**src/rtl/ddr_arbiter.sv**
```systemverilog
// ddr_arbiter: shares the DDR command engine between video reads, drawing writes and auto-refresh.
// Optional completion counters are built when DDR_ARB_STATS_EN is defined; otherwise they read 0.
module ddr_arbiter #(
  parameter int ADDR_W           = 25,
  parameter int REFRESH_INTERVAL = 1000,
  parameter int MAX_RD_STREAK    = 4
) (
  input  logic              clk133_p,
  input  logic              rst,
  input  logic              init_done,
  input  logic              rd_req,
  input  logic [ADDR_W-1:0] rd_addr,
  output logic              rd_ack,
  input  logic              wr_req,
  input  logic [ADDR_W-1:0] wr_addr,
  output logic              wr_ack,
  output logic              cmd_valid,
  output logic [1:0]        cmd_op,
  output logic [ADDR_W-1:0] cmd_addr,
  input  logic              cmd_ready,
  input  logic              cmd_done,
  output logic              refresh_overrun,
  output logic [15:0]       rd_count,
  output logic [15:0]       wr_count,
  output logic [15:0]       ref_count
);

  typedef enum logic [1:0] {S_INIT, S_IDLE, S_ISSUE, S_WAIT} state_t;

  localparam logic [1:0] OP_NONE = 2'b00;
  localparam logic [1:0] OP_RD   = 2'b01;
  localparam logic [1:0] OP_WR   = 2'b10;
  localparam logic [1:0] OP_REF  = 2'b11;

  localparam int              CNT_W      = $clog2(REFRESH_INTERVAL + 1);
  localparam logic [CNT_W-1:0] RELOAD     = CNT_W'(REFRESH_INTERVAL - 1);
  localparam logic [2:0]       STREAK_MAX = 3'(MAX_RD_STREAK);

  state_t            state;
  logic [CNT_W-1:0]  ref_cnt;
  logic              refresh_pending;
  logic [2:0]        rd_streak;
  logic [1:0]        grant_op;
  logic              expire;
  logic              ref_clear;

  assign expire    = (state != S_INIT) && (ref_cnt == '0);
  assign ref_clear = (state == S_WAIT) && cmd_done && (cmd_op == OP_REF);

  // Source selection; reads and writes are not re-granted in an ack cycle
  always_comb begin
    grant_op = OP_NONE;
    if (refresh_pending) begin
      grant_op = OP_REF;
    end else if (rd_ack || wr_ack) begin
      grant_op = OP_NONE;
    end else if (wr_req && (rd_streak == STREAK_MAX)) begin
      grant_op = OP_WR;
    end else if (rd_req) begin
      grant_op = OP_RD;
    end else if (wr_req) begin
      grant_op = OP_WR;
    end else begin
      grant_op = OP_NONE;
    end
  end

  // Refresh interval timer, pending flag and sticky overrun
  always_ff @(posedge clk133_p or posedge rst) begin
    if (rst) begin
      ref_cnt         <= RELOAD;
      refresh_pending <= 1'b0;
      refresh_overrun <= 1'b0;
    end else if (state != S_INIT) begin
      if (expire) begin
        ref_cnt         <= RELOAD;
        refresh_pending <= 1'b1;
        if (refresh_pending && !ref_clear) begin
          refresh_overrun <= 1'b1;
        end
      end else begin
        ref_cnt <= ref_cnt - {{(CNT_W-1){1'b0}}, 1'b1};
        if (ref_clear) begin
          refresh_pending <= 1'b0;
        end
      end
    end
  end

  // Command FSM with registered command and ack outputs
  always_ff @(posedge clk133_p or posedge rst) begin
    if (rst) begin
      state     <= S_INIT;
      cmd_valid <= 1'b0;
      cmd_op    <= OP_NONE;
      cmd_addr  <= '0;
      rd_ack    <= 1'b0;
      wr_ack    <= 1'b0;
      rd_streak <= 3'd0;
    end else begin
      rd_ack <= 1'b0;
      wr_ack <= 1'b0;
      case (state)
        S_INIT: begin
          if (init_done) begin
            state <= S_IDLE;
          end
        end
        S_IDLE: begin
          if (grant_op != OP_NONE) begin
            cmd_op    <= grant_op;
            cmd_valid <= 1'b1;
            state     <= S_ISSUE;
            case (grant_op)
              OP_RD: begin
                cmd_addr <= rd_addr;
                if (!wr_req) begin
                  rd_streak <= 3'd0;
                end else if (rd_streak != 3'd7) begin
                  rd_streak <= rd_streak + 3'd1;
                end
              end
              OP_WR: begin
                cmd_addr  <= wr_addr;
                rd_streak <= 3'd0;
              end
              default: cmd_addr <= '0;
            endcase
          end
        end
        S_ISSUE: begin
          if (cmd_ready) begin
            cmd_valid <= 1'b0;
            state     <= S_WAIT;
          end
        end
        S_WAIT: begin
          if (cmd_done) begin
            rd_ack   <= (cmd_op == OP_RD);
            wr_ack   <= (cmd_op == OP_WR);
            cmd_op   <= OP_NONE;
            cmd_addr <= '0;
            state    <= S_IDLE;
          end
        end
        default: begin
          cmd_valid <= 1'b0;
          state     <= S_INIT;
        end
      endcase
    end
  end

`ifdef DDR_ARB_STATS_EN
  // Saturating completion counters
  always_ff @(posedge clk133_p or posedge rst) begin
    if (rst) begin
      rd_count  <= 16'd0;
      wr_count  <= 16'd0;
      ref_count <= 16'd0;
    end else begin
      if (rd_ack && (rd_count != 16'hFFFF)) begin
        rd_count <= rd_count + 16'd1;
      end
      if (wr_ack && (wr_count != 16'hFFFF)) begin
        wr_count <= wr_count + 16'd1;
      end
      if (ref_clear && (ref_count != 16'hFFFF)) begin
        ref_count <= ref_count + 16'd1;
      end
    end
  end
`else
  assign rd_count  = 16'd0;
  assign wr_count  = 16'd0;
  assign ref_count = 16'd0;
`endif

endmodule

```
**config.mk**
```make
export PLATFORM = sky130hd
export DESIGN_NAME = ddr_arbiter
export DESIGN_NICKNAME = d
export VERILOG_FILES = /design/src/rtl/ddr_arbiter.sv
export SDC_FILE = /design/constraint.sdc
export NUM_CORES = 1
export LEC_CHECK = 0
export CAP_MARGIN = 10
export CORE_ASPECT_RATIO = 2
export CORE_MARGIN = 1
export CORE_UTILIZATION = 47
export CTS_BUF_LIST = sky130_fd_sc_hd__clkbuf_8
export DETAILED_ROUTE_END_ITERATION = 6
export PLACE_DENSITY = 0.95
export SKIP_LAST_GASP = 1
export SYNTH_ARGS = -nofsm -noshare
export SYNTH_HDL_FRONTEND = slang
export SYNTH_SLANG_ARGS = --single-unit
```
**constraint.sdc**
```tcl
create_clock -name clk133_p -period 4.6 [get_ports clk133_p]
set_clock_uncertainty 0.1 [all_clocks]
set_input_delay 0.92 -clock clk133_p [delete_from_list [all_inputs] [get_ports clk133_p]]
set_output_delay 0.92 -clock clk133_p [all_outputs]
set_load 0.1 [all_outputs]
```
==> results of run 1 <==
## placed cells by master, fill, tap and decap left out, types with 2 or more instances in the layout
master,count
mux2_4,18
and4_1,3
a21bo_2,2
nor3_1,3
clkinv_2,3
nand2_1,6
ha_1,13
a31oi_1,3
nor2_1,35
o22ai_1,2
buf_4,2
clkdlybuf4s50_1,87
o2111ai_1,4
a211oi_1,2
mux2i_1,5
a21oi_1,2
and3_1,4
nand3_1,6
o21ai_0,5
clkbuf_8,5
nand3b_1,2
nand2b_1,2
dfrtp_1,39
mux2_2,9
dfstp_2,8
nor3_4,2
inv_1,13
a22oi_1,25
conb_1,48
## cell usage after synthesis, drive strengths merged
cell,n,share of area (%)
o211a,1,0.33
o2bb2ai,1,0.29
o41ai,1,0.29
o22ai,2,0.41
mux2i,5,1.6
mux2,27,12
nand4,2,0.62
nand3,6,0.98
o2111ai,4,1.1
buf,57,15
nor3,5,1.6
a21oi,2,0.33
and3,4,0.82
dfrtp,39,32
and4,3,0.86
nand4b,1,0.29
o21ai,5,0.82
nand3b,2,0.49
a22oi,25,6.2
nand2b,2,0.41
nand2,7,0.94
dfstp,8,6.9
xor2,1,0.29
inv,14,1.7
and4bb,1,0.41
conb,1,0.12
ha,13,5.3
nor2b,1,0.21
nor3b,1,0.25
clkbuf,4,0.49
a21bo,2,0.66
a211oi,2,0.49
nor2,35,4.3
or2,1,0.21
a31oi,3,0.62
o21bai,1,0.25
or3b,1,0.29
## flip-flops by register name, indices dropped and copies added, names as in the netlist
signal	cells
cmd_addr	25
ref_cnt	10
rd_streak	3
cmd_op	2
state	2
cmd_valid	1
rd_ack	1
refresh_overrun	1
refresh_pending	1
wr_ack	1
## kinds of logic (layout without fill, tap and decap cells)
group                    Yosys count  in the layout
buffers and inverters             75            111
AND/OR/NAND/NOR                   72             72
AO/OA/AOI/OAI                     49             49
flip-flops                        47             47
multiplexers                      32             32
adder cells (fa/ha/maj)           13             13
other                              1             48
XOR/XNOR                           1              1
## worst max-delay path by stage
stage | to | slack (ns)
after CTS | rd_streak[2] | 0.96
after detailed placement | rd_streak[2] | 0.63
after global placement | rd_streak[2] | 0.78
after global routing | rd_streak[2] | 0.73
final | rd_streak[2] | 0.98
after floorplan | rd_streak[2] | 1.88
## layout make-up
cell class | count | area share, %
Clock inverter | 3 | 0.392
Clock buffer | 5 | 1.80
Timing Repair Buffer | 89 | 23.1
Inverter | 14 | 1.37
Multi-Input combinational cell | 215 | 39.6
Sequential cell | 47 | 30.9
Tap cell | 86 | 2.81
## per-stage QoR
step                      setup WS (ns)  area (sq um)
after CTS                         0.963          3830
after detailed placement          0.631          3750
final                             0.979          3830
after global routing              0.731          3830
after floorplan                    1.88          3230
after global placement            0.782          3750
## layer usage
layer | vias to the layer above | global-route usage (%) | part of all wire, %
met4 | 0 | 12.5 | 4.2
met1 | 1089 | 20.5 | 35
li1 | 1080 | - | -
met3 | 19 | 4.13 | 4.5
met5 | - | 0 | 0
met2 | 100 | 38.3 | 56
## worst reg2reg max path, cell delays in order (launching register included)
cell      delay (ns)
dfrtp_1         0.39
inv_1           0.11
ha_1            0.19
nand3_1         0.08
a31oi_1         0.40
ha_1            0.84
nor2_1          0.14
and4bb_2        0.39
mux2_2          0.36
## where the power goes
part	switching (W)	internal, W	leakage, nW
sequential	0.000126	0.000589	0.597
combinational	0.00137	0.000594	1.12
clock	0.000147	0.000104	0.0477
==> flow_summary_export.csv, run 1 <==
group,metric,value,unit
layout,n_fill_cell,509,
timing,slew_headroom,31.1,%
synthesis,avgSynthCellArea,10.5,sq um
power,power.density,765,nW/um^2
worst_setup_path,worstPathCellList,"clkdlybuf4s50_1, nand3_1, a31oi_1, ha_1, nor2_1, and4bb_2, mux2_2",
global_route,grt_pass1_vias,2305,
worst_setup_path,worst-path-max-fanout,26,
worst_setup_path,path_depth,7,
routing,drc_errors,0,
job,maxCapViolCount,0,
routing,drt-pass1-iter-count,4,
timing,rsz0062_at_grt,"no",
global_route,antenna_found_initial,0,
worst_setup_path,reg2regPathDepth,8,
timing,fin_crit_sh,78.7,%
clocking,htreeDepth,2,
routing,wl_per_cell,14.5,microns
worst_setup_path,cp-startpoint,"wr_req",
floorplanning,dieArea,6840,sq um
worst_setup_path,cp_data_arrival_time,3.72,ns
floorplanning,die_x,59.0,microns
layout,final_util,60.8,%
worst_setup_path,crit_slowest_cell,"ha_1",
worst_setup_path,critPathKind,"input port to flop",
floorplanning,top_level_ports,136,
clocking,cts_tree,"built",
place,hpwl,4930,microns
timing,finalHoldViolations,0,
clocking,insertion_delay,0.32,ns
synthesis,synthCells,290,
hold_path,holdPathStages,1,
worst_setup_path,cp.required,4.70,ns
power,p_leak,1.76,nW
layout,insertedDiodeCount,0,
power,power,0.00293,W
timing,fin_tns_setup,0,ns
synthesis,synth_fa_ha_area_share,5.33,%
synthesis,yosys_warnings,0,
worst_setup_path,end_kind,"flop",
routing,ant_nets,0,
synthesis,ys_seq_elements,47,
global_route,overflow,0,
clocking,cts_max_path_buffers,2,
layout,multi_input_area,1520,sq um
clocking,cts_hold_buf,0,
clocking,cts_resized,0,
timing,worst_pin_slew,1.03,ns
worst_setup_path,startpoint_type,"input port",
hold_path,hp-class,"flop to flop",
routing,drt_wl_total,6640,microns
worst_setup_path,crit_buf_inv,1,
synthesis,synth_cell_types,44,
place,gp_congestion,0.745,
place,port_buffers,87,
synthesis,synth_top_family_by_area,"buffers and inverters",
clocking,cts_setup_buffers,0,
floorplanning,die_y,116,microns
layout,drive_above_1_share,14.7,%
worst_setup_path,crit_family,"adder cells",
status,outcome,"finished, final reports clean",
routing,initialDrtViolationCount,86,
hold_path,worstHoldStart,"refresh_overrun",
floorplanning,num_rows,41,
global_route,grt_max_degree,48,
layout,layout.nets,442,
power,ir_drop,0.502,mV
floorplanning,start_util,48.4,%
global_route,grt_pass1_wl,10500,microns
timing,fin_crit,3.62,ns
synthesis,synth_compound_area_share,11.8,%
layout,syn_to_final_growth,25.6,%
layout,stdcell_count,459,
routing,vias,2288,
synthesis,synth_xor_area_share,0.287,%
clocking,cts_root_buffer,"clkbuf_8",
layout,regArea,1190,sq um
place,dpl.cell_count,451,
worst_setup_path,r2r-start,"rd_streak[0]",
hold_path,min_to,"refresh_overrun",
floorplanning,coreArea,6310,sq um
global_route,grt_use_total,20.8,%
worst_setup_path,reg2reg_to,"rd_streak[2]",
timing,slew_viol_final,0,
clocking,cts_sinks,47,
synthesis,yosysSeqAreaShare,38.9,%
timing,setup_viol,0,
clocking,path_clk_slew,0.08,ns
clocking,numCtsBuffers,5,
synthesis,synthesis.area,3050,sq um
synthesis,synthSimpleGateAreaFrac,12.6,%
synthesis,muxShareOfSynthArea,13.8,%
worst_setup_path,cpPeakStageDelay,0.84,ns
worst_setup_path,r2r_setup_slack,1.49,ns
timing,timing.fmax,276,MHz
timing,whs,0.388,ns
routing,via_per_inst,4.98,
Power figures use the tool's default switching activity.
==> run 2, diff against run 1 <==
- CORE_UTILIZATION: 47 -> 39
- PLACE_DENSITY: 0.95 -> 0.87
- clock period: 4.6 -> 3 ns (I/O delays scaled with it)
==> run 2 against run 1 <==
Effect of this change:
- sequential cell count unchanged
- register-to-register slack got worse by 0.99 ns
- global-route usage decreased by 2.4 points
- clock power increased by 88%
- critical path type unchanged
==> flow_summary_export.csv, run 2 (synthesized netlist as in run 1, its figures left out) <==
group,metric,value,unit
global_route,grt_busiest_layer,"met2",
global_route,overflow,0,
clocking,cts_setup_buffers,0,
clocking,insertion_delay,0.31,ns
clocking,htreeDepth,2,
timing,finalHoldViolations,0,
routing,ant_nets,0,
status,outcome,"finished, final reports clean",
layout,syn_to_final_growth,27.1,%
timing,rsz0062_at_grt,"no",
timing,slew_headroom,66.4,%
clocking,numCtsBuffers,5,
place,post-place-ws,-0.00846,ns
floorplanning,dieArea,8200,sq um
timing,slew_viol_final,0,
floorplanning,num_rows,45,
floorplanning,start_util,40.1,%
global_route,antenna_found_initial,0,
global_route,grt_pass1_wl,11500,microns
power,power.density,1190,nW/um^2
worst_setup_path,cp.required,3.15,ns
routing,vias,2392,
clocking,cts_root_buffer,"clkbuf_8",
layout,mostFrequentLayoutCell,"clkdlybuf4s50_1",
layout,drive_above_1_share,24.3,%
layout,layout.nets,448,
routing,wl_per_cell,14.6,microns
timing,setup_slack,0.305,ns
layout,final_cell_mix,"clkdlybuf4s50_1, conb_1, dfrtp_1",
layout,largest_reg_flops,25,
layout,insertedDiodeCount,0,
clocking,cts_sinks,47,
hold_path,hp-class,"flop to flop",
job,maxCapViolCount,0,
power,p_leak,1.87,nW
worst_setup_path,critPathKind,"input port to flop",
global_route,grt_pass1_vias,2374,
routing,drt_wl_total,6930,microns
place,port_buffers,87,
clocking,cts_resized,0,
routing,drt-pass1-iter-count,5,
clocking,cts_hold_buf,0,
routing,initialDrtViolationCount,112,
global_route,gr-usage-met3,3.30,%
timing,fin_crit_sh,89.8,%
routing,via_per_inst,5.06,
clocking,path_clk_slew,0.09,ns
timing,fin_crit,2.69,ns
layout,regArea,1190,sq um
worst_setup_path,cp_data_arrival_time,2.84,ns
clocking,cts_tree,"built",
worst_setup_path,worst-path-max-fanout,25,
floorplanning,coreArea,7600,sq um
layout,multi_input_area,1520,sq um
layout,largest-register,"cmd_addr",
worst_setup_path,end_kind,"flop",
power,ir_drop,0.815,mV
timing,setup_viol,0,
place,hpwl,5300,microns
layout,n_fill_cell,716,
timing,whs,0.398,ns
global_route,grt_max_degree,48,
global_route,grt_use_total,18.4,%
place,gp_congestion,0.816,
routing,drc_errors,0,
layout,top_regs,"cmd_addr x25, ref_cnt x10, rd_streak x3",
worst_setup_path,startpoint_type,"input port",
timing,fin_tns_setup,0,ns
floorplanning,die_x,64.6,microns
timing,worst_pin_slew,0.502,ns
global_route,grtUsageMet2,33.9,%
floorplanning,top_level_ports,136,
global_route,met1_usage,19.0,%
floorplanning,die_y,127,microns
clocking,cts_max_path_buffers,2,
timing,timing.fmax,371,MHz
[run 2: cell types whose count changed in the layout (fill, tap and decap cells not counted)]
cell / previous run / this run
bufinv_16: 0 / 1
clkinv_4: 0 / 1
clkinv_2: 3 / 1
buf_4: 2 / 36
buf_12: 0 / 3
clkdlybuf4s50_1: 87 / 56
[run 2: layout make-up]
type	count	area share, %
Multi-Input combinational cell	215	39.1
Timing Repair Buffer	95	23.0
Clock inverter	3	1.13
Clock buffer	5	1.77
Tap cell	94	3.03
Sequential cell	47	30.6
Inverter	14	1.36
[run 2: worst max-delay path, stage by stage]
cell and delay (ns):
clkdlybuf4s50_1 0.54, nand3_1 0.10, a31oi_1 0.38, buf_4 0.19
ha_1 0.21, or2_2 0.47, nor2_1 0.18, mux2_4 0.16
[run 2: path summary, 6_finish.rpt]
check,cells after the start,from,slack [ns],endpoint
worst min-delay path,1,refresh_overrun,0.40,refresh_overrun
min in group asynchronous,3,rst,0.54,cmd_addr[1]
worst max register to register,9,rd_streak[0],0.50,cmd_addr[2]
worst min register to register,1,refresh_overrun,0.40,refresh_overrun
max in group asynchronous,3,rst,2.00,ref_cnt[2]
worst max-delay path,8,wr_req,0.31,cmd_addr[2]
[run 2: metrics by stage]
step / instance area, sq um / power (W) / instances / util, %
finish: 3880 / 0.00462 / 473 / 51.0
global route: 3880 / 0.00488 / 473 / 51.0
CTS: 3880 / 0.00466 / 473 / 51.0
detailed placement: 3760 / 0.00418 / 465 / 49.5
global placement: 3760 / 0.00409 / 465 / 49.5
floorplan: 3230 / 0.00368 / 337 / -
[run 2: layer usage]
layer | share of wire, % | wire [microns]
met4 | 3.9 | 272
met2 | 55 | 3830
met5 | 0 | 0
met1 | 36 | 2510
met3 | 4.6 | 321
[run 2: power by group]
part           switching, W  internal, W  leakage, nW
sequential         0.000201     0.000904        0.597
clock              0.000224     0.000248       0.0581
combinational       0.00211     0.000933         1.21
